[config.mk]
export PLATFORM = sky130hd
export DESIGN_NAME = nec_bus_ctrl
export DESIGN_NICKNAME = d
export VERILOG_FILES = /design/src/rtl/nec_bus_ctrl.sv
export SDC_FILE = /design/constraint.sdc
export NUM_CORES = 1
export LEC_CHECK = 0
export CAP_MARGIN = 20
export CORE_MARGIN = 5
export CORE_UTILIZATION = 46
export DETAILED_ROUTE_END_ITERATION = 12
export HOLD_SLACK_MARGIN = 0.15
export PLACE_DENSITY_LB_ADDON = 0.15
export SLEW_MARGIN = 20
export SYNTH_ARGS = -nofsm -noshare
export SYNTH_HDL_FRONTEND = slang
export SYNTH_SLANG_ARGS = --single-unit
export TNS_END_PERCENT = 5
[constraint.sdc]
create_clock -name clk -period 2.78 [get_ports clk]
set_input_delay 0.278 -clock clk [delete_from_list [all_inputs] [get_ports clk]]
set_output_delay 0.278 -clock clk [all_outputs]
set_load 0.1 [all_outputs]
[src/rtl/nec_bus_ctrl.sv]
// NEC V30/V35 bus controller: generates CPU clock/reset and bridges CPU bus
// cycles onto a valid/ready local request port, holding READY low until done.
module nec_bus_ctrl #(
    parameter int CLK_DIV    = 4,
    parameter int RESET_HOLD = 16,
    parameter int WAIT_MIN   = 0,
    parameter int TIMEOUT    = 255
) (
    input  logic        clk,
    input  logic        reset,
    output logic        nec_clk,
    output logic        nec_reset,
    output logic        nec_ready,
    input  logic [19:0] nec_ad_i,
    output logic [15:0] nec_ad_o,
    output logic        nec_ad_oe,
    input  logic        nec_astb,
    input  logic        nec_rdn,
    input  logic        nec_wrn,
    input  logic        nec_ion,
    input  logic        nec_uben,
    output logic        req_valid,
    input  logic        req_ready,
    output logic        req_write,
    output logic        req_io,
    output logic [19:0] req_addr,
    output logic [1:0]  req_be,
    output logic [15:0] req_wdata,
    input  logic        rsp_valid,
    input  logic [15:0] rsp_rdata,
    output logic        timeout_err
);

    localparam int DW   = (CLK_DIV > 2) ? $clog2(CLK_DIV) : 1;
    localparam int RW   = $clog2(RESET_HOLD + 2);
    localparam int WW   = $clog2(WAIT_MIN + 2);
    localparam int TW   = (TIMEOUT > 1) ? $clog2(TIMEOUT) : 1;
    localparam int TMAX = (TIMEOUT > 0) ? TIMEOUT - 1 : 0;

    typedef enum logic [2:0] {S_IDLE, S_ADDR, S_REQ, S_WAIT, S_DONE} state_t;

    state_t        state_q, state_d;
    logic [DW-1:0] div_q, div_d;
    logic          nec_clk_q, nec_clk_d;
    logic [RW-1:0] rh_q, rh_d;
    logic          nec_reset_q, nec_reset_d;
    logic          nec_ready_q, nec_ready_d;
    logic          astb_prev_q;
    logic [WW-1:0] wait_cnt_q, wait_cnt_d;
    logic [TW-1:0] tcnt_q, tcnt_d;
    logic          req_valid_q, req_valid_d;
    logic          req_write_q, req_write_d;
    logic          req_io_q, req_io_d;
    logic [19:0]   req_addr_q, req_addr_d;
    logic [1:0]    req_be_q, req_be_d;
    logic [15:0]   req_wdata_q, req_wdata_d;
    logic [15:0]   ad_o_q, ad_o_d;
    logic          ad_oe_q, ad_oe_d;
    logic          timeout_err_q, timeout_err_d;

    logic fall_ph;
    logic astb_fall;
    logic wait_done;
    logic tmo_hit;

    assign fall_ph   = (div_q == {DW{1'b0}});
    assign astb_fall = astb_prev_q & ~nec_astb;
    assign wait_done = (wait_cnt_q >= WW'(WAIT_MIN));
    assign tmo_hit   = (TIMEOUT != 0) && (tcnt_q == TW'(TMAX));

    // Clock divider and CPU reset hold-off after system reset release.
    always_comb begin
        div_d       = (div_q == DW'(CLK_DIV - 1)) ? {DW{1'b0}} : div_q + DW'(1);
        nec_clk_d   = (div_d >= DW'(CLK_DIV / 2));
        rh_d        = rh_q;
        nec_reset_d = nec_reset_q;
        if (nec_reset_q && fall_ph) begin
            if ((rh_q + RW'(1)) >= RW'(RESET_HOLD)) begin
                nec_reset_d = 1'b0;
            end else begin
                rh_d = rh_q + RW'(1);
            end
        end else begin
            rh_d = rh_q;
        end
    end

    // Bus-cycle FSM: next state, request latching, READY and read-data control.
    always_comb begin
        state_d       = state_q;
        nec_ready_d   = nec_ready_q;
        wait_cnt_d    = wait_cnt_q;
        tcnt_d        = tcnt_q;
        req_valid_d   = req_valid_q;
        req_write_d   = req_write_q;
        req_io_d      = req_io_q;
        req_addr_d    = req_addr_q;
        req_be_d      = req_be_q;
        req_wdata_d   = req_wdata_q;
        ad_o_d        = ad_o_q;
        ad_oe_d       = nec_rdn ? 1'b0 : ad_oe_q;
        timeout_err_d = 1'b0;

        // Minimum wait states are counted in NEC clocks from the ASTB fall.
        if (state_q != S_IDLE && fall_ph && !wait_done) begin
            wait_cnt_d = wait_cnt_q + WW'(1);
        end else begin
            wait_cnt_d = wait_cnt_q;
        end

        case (state_q)
            S_IDLE: begin
                if (!nec_reset_q && astb_fall) begin
                    req_addr_d  = nec_ad_i;
                    req_io_d    = ~nec_ion;
                    req_be_d    = {~nec_uben, ~nec_ad_i[0]};
                    nec_ready_d = 1'b0;
                    wait_cnt_d  = {WW{1'b0}};
                    state_d     = S_ADDR;
                end else begin
                    state_d = S_IDLE;
                end
            end
            S_ADDR: begin
                if (!nec_rdn) begin
                    req_write_d = 1'b0;
                    req_valid_d = 1'b1;
                    state_d     = S_REQ;
                end else if (!nec_wrn) begin
                    req_wdata_d = nec_ad_i[15:0];
                    req_write_d = 1'b1;
                    req_valid_d = 1'b1;
                    state_d     = S_REQ;
                end else begin
                    state_d = S_ADDR;
                end
            end
            S_REQ: begin
                if (req_ready) begin
                    req_valid_d = 1'b0;
                    tcnt_d      = {TW{1'b0}};
                    state_d     = S_WAIT;
                end else begin
                    state_d = S_REQ;
                end
            end
            S_WAIT: begin
                // A response in the expiry cycle takes priority over the timeout.
                if (rsp_valid) begin
                    ad_o_d  = req_write_q ? ad_o_q : rsp_rdata;
                    ad_oe_d = ~req_write_q & ~nec_rdn;
                    state_d = S_DONE;
                end else if (tmo_hit) begin
                    ad_o_d        = req_write_q ? ad_o_q : 16'hFFFF;
                    ad_oe_d       = ~req_write_q & ~nec_rdn;
                    timeout_err_d = 1'b1;
                    state_d       = S_DONE;
                end else begin
                    tcnt_d = tcnt_q + TW'(1);
                end
            end
            S_DONE: begin
                if (wait_done && fall_ph && !nec_ready_q) begin
                    nec_ready_d = 1'b1;
                end else begin
                    nec_ready_d = nec_ready_q;
                end
                if (nec_ready_q && nec_rdn && nec_wrn) begin
                    state_d = S_IDLE;
                end else begin
                    state_d = S_DONE;
                end
            end
            default: begin
                state_d     = S_IDLE;
                req_valid_d = 1'b0;
                nec_ready_d = 1'b1;
            end
        endcase
    end

    // State and output registers.
    always_ff @(posedge clk or posedge reset) begin
        if (reset) begin
            state_q       <= S_IDLE;
            div_q         <= {DW{1'b0}};
            nec_clk_q     <= 1'b0;
            rh_q          <= {RW{1'b0}};
            nec_reset_q   <= 1'b1;
            nec_ready_q   <= 1'b1;
            astb_prev_q   <= 1'b0;
            wait_cnt_q    <= {WW{1'b0}};
            tcnt_q        <= {TW{1'b0}};
            req_valid_q   <= 1'b0;
            req_write_q   <= 1'b0;
            req_io_q      <= 1'b0;
            req_addr_q    <= 20'h00000;
            req_be_q      <= 2'b00;
            req_wdata_q   <= 16'h0000;
            ad_o_q        <= 16'h0000;
            ad_oe_q       <= 1'b0;
            timeout_err_q <= 1'b0;
        end else begin
            state_q       <= state_d;
            div_q         <= div_d;
            nec_clk_q     <= nec_clk_d;
            rh_q          <= rh_d;
            nec_reset_q   <= nec_reset_d;
            nec_ready_q   <= nec_ready_d;
            astb_prev_q   <= nec_astb;
            wait_cnt_q    <= wait_cnt_d;
            tcnt_q        <= tcnt_d;
            req_valid_q   <= req_valid_d;
            req_write_q   <= req_write_d;
            req_io_q      <= req_io_d;
            req_addr_q    <= req_addr_d;
            req_be_q      <= req_be_d;
            req_wdata_q   <= req_wdata_d;
            ad_o_q        <= ad_o_d;
            ad_oe_q       <= ad_oe_d;
            timeout_err_q <= timeout_err_d;
        end
    end

    assign nec_clk     = nec_clk_q;
    assign nec_reset   = nec_reset_q;
    assign nec_ready   = nec_ready_q;
    assign nec_ad_o    = ad_o_q;
    assign nec_ad_oe   = ad_oe_q;
    assign req_valid   = req_valid_q;
    assign req_write   = req_write_q;
    assign req_io      = req_io_q;
    assign req_addr    = req_addr_q;
    assign req_be      = req_be_q;
    assign req_wdata   = req_wdata_q;
    assign timeout_err = timeout_err_q;

endmodule

== Yosys cells after proc, flatten, opt, wreduce, memory -nomap -nowiden ==
Index checks and enable logic that the tools add are counted.
Widths: inputs -> output; s select.

* Bits in registers: 82
* Bits in latches: 0
* Memory bits (writable): 0
* Memory bits (read-only): 0
* Input port bits: 45
* Memories kept: 0

* $add $sub $neg: 4
* $mul: 0
* Div/mod/pow operators: 0
* $lt $le $gt $ge: 3
* Equal/unequal tests: 14
* Shift operators: 0
* Multiplexer cells: 35
* Bitwise logic cells: 12
* Reduce and logical (&&, ||, !) cells: 27

{| class="wikitable"
|+ Operators with widths
! operator !! count
|-
| $mux 16 || 4
|-
| $mux 8 || 3
|-
| $mux 1 || 18
|-
| $pmux 8 s2 || 1
|-
| $pmux 3 s5 || 1
|-
| $ne 2x2->1 const B || 6
|-
| $reduce_and 3->1 || 4
|-
| $not 1->1 || 10
|-
| $mux 3 || 3
|-
| $add 8x1->8 const B || 1
|-
| $eq 8x8->1 const B || 1
|-
| $logic_and 1x1->1 || 8
|-
| $reduce_and 2->1 || 4
|-
| $eq 3x2->1 const B || 2
|-
| $mux 2 || 3
|-
| $ne 3x3->1 const B || 2
|-
| $pmux 1 s3 || 2
|-
| $reduce_or 3->1 || 2
|-
| $add 5x1->5 const B || 1
|-
| $ge 5x5->1 const B || 1
|-
| $reduce_and 4->1 || 1
|-
| $reduce_bool 2->1 || 2
|-
| $eq 3x1->1 const B || 1
|-
| $eq 3x3->1 const B || 1
|-
| other kinds (10) || 13
|}

== Depth between registers and ports, before layout ==
Gate-level depths: netlist (run 1).

* Word-level depth: 6
* Depth in mapped cells: 7
* Mapped depth without buffers: 6

== Least setup slack after synthesis (run 1) ==
OpenSTA, ideal clock, no wires.

* Path kind: register to register
* From: register nec_reset_q, in the netlist nec_reset
* To: register req_addr_q[10], in the netlist req_addr[10]
* Setup time: 0.126 ns
* Arrival: 1.903 ns
* Slack: 0.751 ns
* Stages on the path, launching flop included: 5
* Cell sequence: dfstp_2 -> nor4b_1 -> nand2_1 -> clkbuf_1 -> mux2_2

* Longest elaborated chain between the ends: 3

{| class="wikitable"
|+ Ends and longest elaborated chain
! element !! RTL line !! text
|-
| start, declared || 46 || <nowiki>logic nec_reset_q, nec_reset_d;</nowiki>
|-
| start signal, assigned || 208 || <nowiki>nec_reset_q <= nec_reset_d;</nowiki>
|-
| $logic_not 1->1 || 113 || <nowiki>if (!nec_reset_q && astb_fall) begin</nowiki>
|-
| $logic_and 1x1->1 || 113 ||
|-
| $reduce_and 2->1 (no source line) || n/a ||
|-
| end signal, assigned || 216 || <nowiki>req_addr_q <= req_addr_d;</nowiki>
|-
| end, declared || 54 || <nowiki>logic [19:0] req_addr_q, req_addr_d;</nowiki>
|}

Every way passes these cells.
A chain may end at the register's enable or synchronous reset.

== Final worst setup path (run 1) ==
* From: register tcnt_q[0]
* To: register tcnt_q[7]

* Longest elaborated chain between the ends: 4
* Elaborated cells between the ends (all ways): 7

{| class="wikitable"
|+ Ends and longest elaborated chain
! element !! RTL line !! text
|-
| start, declared || 50 || <nowiki>logic [TW-1:0] tcnt_q, tcnt_d;</nowiki>
|-
| start signal, assigned || 193 || <nowiki>tcnt_q <= {TW{1'b0}};</nowiki>
|-
| start signal, assigned || 212 || <nowiki>tcnt_q <= tcnt_d;</nowiki>
|-
| $add 8x1->8 || 159 || <nowiki>tcnt_d = tcnt_q + TW'(1);</nowiki>
|-
| $mux 8 || 153 || <nowiki>end else if (tmo_hit) begin</nowiki>
|-
| $mux 8 || 149 || <nowiki>if (rsp_valid) begin</nowiki>
|-
| $pmux 8 s2 || 111 || <nowiki>case (state_q)</nowiki>
|}

Several ways; a longest one is shown, not always the timed one. The select of a mux whose other input is x is not followed.

==> impl_metrics.py, run 1 <==
metrics = {
    "status": {
        "run_status": "complete, no violations",
    },
    "sta": {
        "final_period_minus_worst_setup_slack_ps": 2080,
        "skew_ps": 6.63,
        "totalNegativeSetupSlack_ps": 0,
        "max_freq_mhz": 481,
        "layout_worst_path_cycle_share": 0.749,
        "slew_headroom": 0.373,
        "grt_setup_unrepaired": "false",
        "actual_transition_at_the_worst_max_transition_pin_ps": 935,
        "fin_ws_ps": 699,
        "report.final.slew_viol_count": 0,
        "setup_violations": 0,
        "final_hold_viol_count": 0,
    },
    "die": {
        "die_w_um": 94.2,
        "rows": 30,
        "start_util": 0.477,
        "die_h_um": 94.2,
        "pin_count": 107,
        "floorplan.core_area_mm2": 0.00683,
        "die-area_mm2": 0.00887,
    },
    "logic_synthesis": {
        "syn-cell-area_mm2": 0.00326,
        "ys_seq_elements": 80,
        "number_of_synthesized_flops_with_an_enable_pin": 0,
        "synth_cell_type_count": 44,
        "synthTopCellsByArea": "dfrtp_1, mux2_2, mux2_4",
        "synth-async-reset-ratio": 1.00,
        "syn_avg_cell_area_um2": 13.8,
        "post_synth_inst_count": 237,
        "synth_largest_area_cell": "dfrtp_1",
        "synth_flop_cell": "dfrtp_1",
        "ys_seq_area_frac": 0.615,
        "ys_warn_count": 0,
        "synth_top_area_share": 0.599,
        "synth_fp_nets": 287,
    },
    "clock_tree": {
        "inserted_clock_buffers": 9,
        "root_buffer": "clkbuf_8",
        "numClockSinks": 80,
        "post_cts.resized_instances": 0,
        "clk_latency_ps": 330,
        "cts_tree": "built",
        "postCtsSetupRepairBufs": 0,
        "h_tree_levels": 3,
        "clkTransAtPathRegs_ps": 80,
        "clk_path_buf_depth": 2,
        "ctsHoldBuffers": 0,
    },
    "placement": {
        "globalplace.congestion": 0.752,
        "pre_cts_ws_ps": 723,
        "dpl.hpwl_mm": 5.10,
        "port-buffer-count": 106,
    },
    "setup_path": {
        "crit_slowest_cell": "or4_1",
        "timing.critical_path.from_type": "flip-flop",
        "cp-end-kind": "flip-flop",
        "path_cells": "inv_1 -> ha_1 -> and3_1 -> a211o_1 -> or4_1 -> a21boi_1",
        "worst-path-max-fanout": 17,
        "crit_type": "flip-flop to flip-flop",
        "critPathRequiredTime_ps": 3030,
        "critical_path.max_stage_delay_ps": 530,
        "arrival_ps": 2340,
    },
    "cells_and_area": {
        "multi_input_area_mm2": 0.00120,
        "layout.area.seq_mm2": 0.00200,
        "insertedDiodeCount": 0,
        "mostFrequentLayoutCells": "dfrtp_1, buf_4, clkdlybuf4s50_1, mux2_2, o22a_1",
        "drive_gt1_frac": 0.349,
        "nets": 400,
        "fillerInstances": 535,
        "synthToLayoutAreaGrowth_pct": 38.5,
        "final_common_cell": "dfrtp_1",
    },
    "route": {
        "drt-total-wl_mm": 6.98,
        "drt_iter0_markers": 51,
        "route.top_layer_used": "met4",
        "routed_wire_length_per_instance_um": 15.5,
        "wl_met1_mm": 3.02,
        "dr.pass1.iters": 6,
        "post_drt_via_cell_ratio": 5.14,
        "met2_length_mm": 3.21,
        "remaining_drc_errors": 0,
        "via_count": 2317,
        "wl_met3_um": 653,
        "postRouteAntennaNets": 0,
    },
    "grt": {
        "number_of_antenna_violations_at_the_first_check_in_global_routing": 0,
        "grt_start_max_net_pins": 62,
        "first_global_vias": 2330,
        "grt_pass1_wl_mm": 11.4,
        "globalRouteTotalUtil": 0.163,
        "gr-total-overflow": 0,
    },
    "run": {
        "cap_viol_max_count": 0,
    },
    "worst_hold_path": {
        "worstHoldPathType": "input port to async pin",
    },
}
[routing by layer]
metal / track usage / vias to the layer above
met1: 0.209 / 1133
li1: - / 1091
met5: 0 / -
met4: 0.0481 / 0
met3: 0.0745 / 7
met2: 0.247 / 86
[Yosys cell counts, types with 3 or more instances]
cell / instances
o21ai_0: 14
nor2_1: 4
mux2_2: 27
inv_1: 6
o31ai_1: 3
a21oi_1: 7
mux2_4: 10
nor2b_1: 3
dfrtp_1: 78
ha_1: 5
nand3_1: 9
o22a_1: 17
nand2_1: 10
clkbuf_1: 3
[logic make-up (layout without fill, tap and decap cells)]
family / after synthesis / count (layout) / share of synthesized area
compound gates: 51 / 51 / 0.109
xor+xnor: 3 / 3 / 0.00806
fa+ha+maj: 5 / 5 / 0.0192
buf+inv: 12 / 130 / 0.0169
flops: 80 / 80 / 0.615
mux: 39 / 39 / 0.145
simple gates: 47 / 47 / 0.0860
[final timing paths]
kind	start	end	slack (ps)	cells past startpoint
setup / recovery	tcnt_q[0]	tcnt_q[7]	700	6
hold / removal	reset	nec_ad_o[8]	260	2
setup reg to reg	tcnt_q[0]	tcnt_q[7]	700	6
hold reg to reg	div_q[0]	div_q[0]	460	1
max in group asynchronous	reset	nec_reset	1810	3
min in group clk	nec_astb	astb_prev_q	420	1
[area by class of cell]
| class | count | area share |
|---|---|---|
| Inverter | 6 | 0.00499 |
| Multi-Input combinational cell | 145 | 0.266 |
| Tap cell | 96 | 0.0266 |
| Sequential cell | 80 | 0.444 |
| Clock inverter | 6 | 0.0238 |
| Clock buffer | 10 | 0.0283 |
| Timing Repair Buffer | 108 | 0.207 |
[per-stage QoR]
step,hold WS (ps),instances,cell area (µm²),utilization
4_1_cts,258,451,4520,0.661
2_1_floorplan,309,237,3260,-
6_report,260,451,4520,0.661
3_3_place_gp,441,435,4280,0.627
3_5_place_dp,452,435,4280,0.627
5_1_grt,281,451,4520,0.661
[registers in the layout, summed over array words and instances, names as in the netlist]
| register | count |
|---|---|
| astb_prev_q | 1 |
| div_q | 2 |
| nec_ad_o | 16 |
| nec_ad_oe | 1 |
| nec_ready | 1 |
| nec_reset | 1 |
| req_addr | 20 |
| req_be | 2 |
| req_io | 1 |
| req_valid | 1 |
| req_wdata | 16 |
| req_write | 1 |
| rh_q | 5 |
| state_q | 3 |
| tcnt_q | 8 |
| timeout_err | 1 |
[worst max-delay path, delay by kind of cell (launching register included)]
kind                     cells  cell delay [ps]
buffers and inverters        1               60
flip-flops                   1              410
AO/OA/AOI/OAI                2              640
AND/OR/NAND/NOR              2              730
adder cells (fa/ha/maj)      1              180
Power of run 1 is left out: the tool's default activity adds up to more than one toggle a clock period on the data nets, which glitch-free logic cannot reach.
==> run 2: changes to the inputs <==
Settings changed: CORE_UTILIZATION 46 to 41.
Clock period 2.78 ns to 1.7 ns, I/O delays scaled along.
==> impl_metrics.py, run 2 (same netlist as run 1, synthesis figures left out) <==
metrics = {
    "cells_and_area": {
        "synthToLayoutAreaGrowth_pct": 44.8,
        "nets": 417,
        "insertedDiodeCount": 0,
        "multi_input_area_mm2": 0.00122,
        "final_common_cell": "dfrtp_1",
        "mostFrequentLayoutCells": "dfrtp_1, buf_4, clkdlybuf4s50_1, mux2_2, o22a_1",
        "fillerInstances": 601,
        "layout.area.seq_mm2": 0.00201,
        "drive_gt1_frac": 0.395,
        "largest_register_ffs": 20,
    },
    "route": {
        "via_count": 2349,
        "dr.pass1.iters": 4,
        "post_drt_via_cell_ratio": 4.96,
        "remaining_drc_errors": 0,
        "drt-total-wl_mm": 7.11,
        "postRouteAntennaNets": 0,
        "drt_iter0_markers": 69,
        "routed_wire_length_per_instance_um": 15.0,
    },
    "setup_path": {
        "worstSetupEndpoint": "tcnt_q[7]",
        "crit_type": "flip-flop to flip-flop",
        "cp-end-kind": "flip-flop",
        "timing.critical_path.from_type": "flip-flop",
        "r2r_cells": 6,
        "arrival_ps": 2050,
        "crit-reg2reg-launch": "tcnt_q[0]",
        "origin_of_the_worst_setup_path": "tcnt_q[0]",
        "regToRegSetupSlack_ps": -70,
        "critPathRequiredTime_ps": 1970,
        "worst-path-max-fanout": 3,
        "worstReg2RegEnd": "tcnt_q[7]",
    },
    "placement": {
        "port-buffer-count": 106,
        "pre_cts_ws_ps": -194,
        "globalplace.congestion": 0.762,
        "dpl.hpwl_mm": 5.01,
    },
    "sta": {
        "skew_ps": 8.66,
        "final_period_minus_worst_setup_slack_ps": 1770,
        "whs_ps": 282,
        "fin_ws_ps": -74.8,
        "totalNegativeSetupSlack_ps": -109,
        "grt_setup_unrepaired": "true",
        "actual_transition_at_the_worst_max_transition_pin_ps": 578,
        "report.final.slew_viol_count": 0,
        "layout_worst_path_cycle_share": 1.04,
        "final_hold_viol_count": 0,
        "slew_headroom": 0.614,
        "max_freq_mhz": 563,
        "setup_violations": 3,
    },
    "clock_tree": {
        "clk_path_buf_depth": 2,
        "root_buffer": "clkbuf_8",
        "h_tree_levels": 3,
        "cts_tree": "built",
        "inserted_clock_buffers": 9,
        "clkTransAtPathRegs_ps": 90,
        "numClockSinks": 80,
        "clk_latency_ps": 350,
    },
    "grt": {
        "number_of_antenna_violations_at_the_first_check_in_global_routing": 0,
        "grt_start_max_net_pins": 81,
        "first_global_vias": 2392,
        "globalRouteTotalUtil": 0.149,
        "globalRoute.busiestLayer": "met2",
        "met2_usage": 0.214,
        "global_route.usage.met3": 0.0561,
        "gr-total-overflow": 0,
        "grt_pass1_wl_mm": 11.8,
        "groute.layer.met1.usage": 0.202,
    },
    "die": {
        "die_w_um": 99.2,
        "die-area_mm2": 0.00983,
        "start_util": 0.422,
        "floorplan.core_area_mm2": 0.00773,
        "die_h_um": 99.2,
        "rows": 32,
        "pin_count": 107,
    },
    "worst_hold_path": {
        "worstHoldPathType": "input port to async pin",
    },
    "status": {
        "violations_in_the_final_reports": "setup timing",
        "run_status": "finished, violations left",
    },
    "run": {
        "cap_viol_max_count": 0,
    },
}
==> run 2: cell type report <==
class | instances | area share
sequential | 80 | 0.425
multi-input combinational | 145 | 0.259
timing repair buffer | 125 | 0.246
tap | 102 | 0.0270
clock buffer | 9 | 0.0262
clock inverter | 7 | 0.0111
inverter | 6 | 0.00557
==> run 2: worst min path at each step <==
stage	to	from	depth (start not counted)	slack, ps
after floorplan	astb_prev_q	nec_astb	0	200
after global placement	div_q[0]	div_q[0]	1	440
after detailed placement	div_q[0]	div_q[0]	1	450
after CTS	astb_prev_q	nec_astb	1	280
after global routing	astb_prev_q	nec_astb	1	300
final	nec_ad_o[4]	reset	3	280
==> run 2: critical path, cell delays in order (launching register included) <==
cell and delay, ps:
dfrtp_1 350, inv_1 40, ha_1 180, and3_4 180
a211o_1 320, or4_4 490, a21boi_2 150
==> run 2: per-stage QoR <==
step,instances,cell area [µm²],utilization
floorplan,237,3260,-
global placement,457,4510,0.584
detailed placement,457,4510,0.584
CTS,473,4700,0.608
global route,474,4720,0.611
finish,474,4720,0.611
==> run 2: metal layers <==
metal	vias to the layer above	wire length (µm)
met1	1135	3220
met4	0	109
li1	1126	-
met3	9	640
met5	-	0
met2	79	3140
==> run 2: repair_timing <==
action                     CTS  global route
setup endpoints to repair   19            22
pin swaps                    2            18
hold buffers                 0             0
resized for setup            3             5
buffers inserted             0             1
Power of run 2 is left out for the same reason.
==> run 3: changes to the inputs <==
Settings changed: ABC_AREA from default to 1, CORE_UTILIZATION 41 to 42, HOLD_SLACK_MARGIN 0.15 to default.
==> impl_metrics.py, run 3 <==
metrics = {
    "placement": {
        "postPlaceCellArea_mm2": 0.00459,
        "pre_cts_ws_ps": 167,
        "globalplace.congestion": 0.804,
        "port-buffer-count": 106,
        "dpl.hpwl_mm": 5.70,
    },
    "die": {
        "die-area_mm2": 0.0100,
        "floorplan.core_area_mm2": 0.00809,
        "start_util": 0.423,
        "die_w_um": 100,
        "rows": 33,
        "die_h_um": 100,
        "pin_count": 107,
    },
    "sta": {
        "fin_ws_ps": 192,
        "setup_violations": 0,
        "grt_setup_unrepaired": "false",
        "final_period_minus_worst_setup_slack_ps": 1510,
        "skew_ps": 7.82,
        "report.final.slew_viol_count": 0,
        "max_freq_mhz": 663,
        "actual_transition_at_the_worst_max_transition_pin_ps": 458,
        "layout_worst_path_cycle_share": 0.887,
        "final_hold_viol_count": 0,
        "slew_headroom": 0.694,
    },
    "cells_and_area": {
        "drive_gt1_frac": 0.239,
        "nets": 532,
        "mostFrequentLayoutCells": "nand2_1, dfrtp_1, buf_4, clkdlybuf4s50_1, inv_1",
        "synthToLayoutAreaGrowth_pct": 39.3,
        "fin_area_mm2": 0.00476,
        "final_common_cell": "nand2_1",
        "largest_register_ffs": 20,
        "insertedDiodeCount": 0,
    },
    "grt": {
        "number_of_antenna_violations_at_the_first_check_in_global_routing": 0,
        "grt_pass1_wl_mm": 13.4,
        "gr-total-overflow": 0,
        "globalRouteTotalUtil": 0.165,
        "grt_start_max_net_pins": 40,
        "first_global_vias": 2878,
    },
    "clock_tree": {
        "inserted_clock_buffers": 9,
        "cts_tree": "built",
        "h_tree_levels": 3,
        "ctsHoldBuffers": 0,
        "clk_latency_ps": 340,
        "postCtsSetupRepairBufs": 0,
        "post_cts.resized_instances": 0,
        "clk_path_buf_depth": 2,
        "numClockSinks": 80,
        "clkTransAtPathRegs_ps": 80,
        "root_buffer": "clkbuf_8",
    },
    "logic_synthesis": {
        "largest_family_of_logic_cells_by_synthesized_area": "simple AND/OR/NAND/NOR gates",
        "synth_cell_type_count": 31,
        "ys_seq_elements": 80,
        "ys_seq_area_frac": 0.586,
        "synth_flop_cell": "dfrtp_1",
        "synth_simple_gate_area_frac": 0.195,
        "synthAdderAreaFrac": 0.0183,
        "ys_warn_count": 0,
        "synth_fp_nets": 419,
        "synth-async-reset-ratio": 1.00,
        "synth.top_cells.by_count": "nand2_1, dfrtp_1, inv_1",
        "number_of_synthesized_flops_with_an_enable_pin": 0,
        "syn-cell-area_mm2": 0.00342,
        "synth_top_area_share": 0.571,
        "syn_avg_cell_area_um2": 9.27,
        "post-synth-top-count-cell": "nand2_1",
        "post_synth_inst_count": 369,
        "synthXorXnorAreaFrac": 0.0154,
        "synthMuxAreaShare": 0,
        "synth_compound_area_frac": 0.116,
        "synthTopCellsByArea": "dfrtp_1, nand2_1, inv_1",
        "synth_largest_area_cell": "dfrtp_1",
    },
    "setup_path": {
        "timing.critical_path.from_type": "flip-flop",
        "critPathRequiredTime_ps": 1930,
        "crit_type": "flip-flop to flip-flop",
        "worst-path-max-fanout": 26,
        "cp-end-kind": "flip-flop",
        "arrival_ps": 1740,
    },
    "route": {
        "drt-total-wl_mm": 7.68,
        "postRouteAntennaNets": 0,
        "via_count": 2695,
        "remaining_drc_errors": 0,
        "post_drt_via_cell_ratio": 4.56,
        "drt_iter0_markers": 102,
        "routed_wire_length_per_instance_um": 13.0,
        "dr.pass1.iters": 4,
    },
    "status": {
        "run_status": "complete, no violations",
    },
    "worst_hold_path": {
        "worstHoldPathType": "input port to async pin",
    },
    "run": {
        "cap_viol_max_count": 0,
    },
}
[run 3: cell count changes after synthesis, moves of 10 or more]
cell	previous run	this run
inv_1	6	39
mux2_2	27	0
mux2_4	10	0
nand2_1	10	108
nor2_1	4	26
o21ai_1	0	21
o21ai_2	0	16
o22a_1	17	0
[run 3: path summary, 6_finish.rpt]
check / startpoint / cells past startpoint / to / slack [ps]
max: state_q[1] / 6 / req_be[0] / 190
min: reset / 2 / nec_ad_o[11] / 200
max reg2reg: state_q[1] / 6 / req_be[0] / 190
min reg2reg: div_q[0] / 1 / div_q[0] / 450
max in group asynchronous: reset / 3 / nec_ready / 960
min in group clk: nec_astb / 1 / astb_prev_q / 300
[run 3: layer usage]
layer | GRT usage | wire length, µm | vias up
li1 | - | - | 1381
met1 | 0.205 | 3400 | 1238
met2 | 0.267 | 3680 | 65
met3 | 0.0549 | 502 | 11
met4 | 0.0601 | 94 | 0
met5 | 0 | 0 | -
[run 3: final cells by class]
cell class | instances | area, µm²
clock buffer | 11 | 151
clock inverter | 4 | 20.0
fill | 746 | 3330
inverter | 43 | 168
multi-input combinational | 235 | 1180
sequential | 80 | 2000
tap | 105 | 131
timing repair buffer | 113 | 1110
[run 3: stage by stage]
step | cells | util | setup TNS, ps | hold slack [ps]
2_1_floorplan | 369 | - | -154 | 201
3_3_place_gp | 576 | 0.567 | 0 | 440
3_5_place_dp | 576 | 0.567 | 0 | 443
4_1_cts | 591 | 0.589 | 0 | 196
5_1_grt | 591 | 0.589 | 0 | 222
6_report | 591 | 0.589 | 0 | 198
[run 3: worst max-delay path, stage by stage (launching register included)]
cell,delay [ps]
dfrtp_1,420
nor2_1,260
nand4_1,220
buf_12,220
inv_2,100
nand2_1,80
o21a_1,100
[run 3: logic make-up after synthesis]
kind of cell,after synthesis
compound gates,65
xor+xnor,6
fa+ha+maj,5
buf+inv,54
flops,80
simple gates,159
Power of run 3 is left out for the same reason.
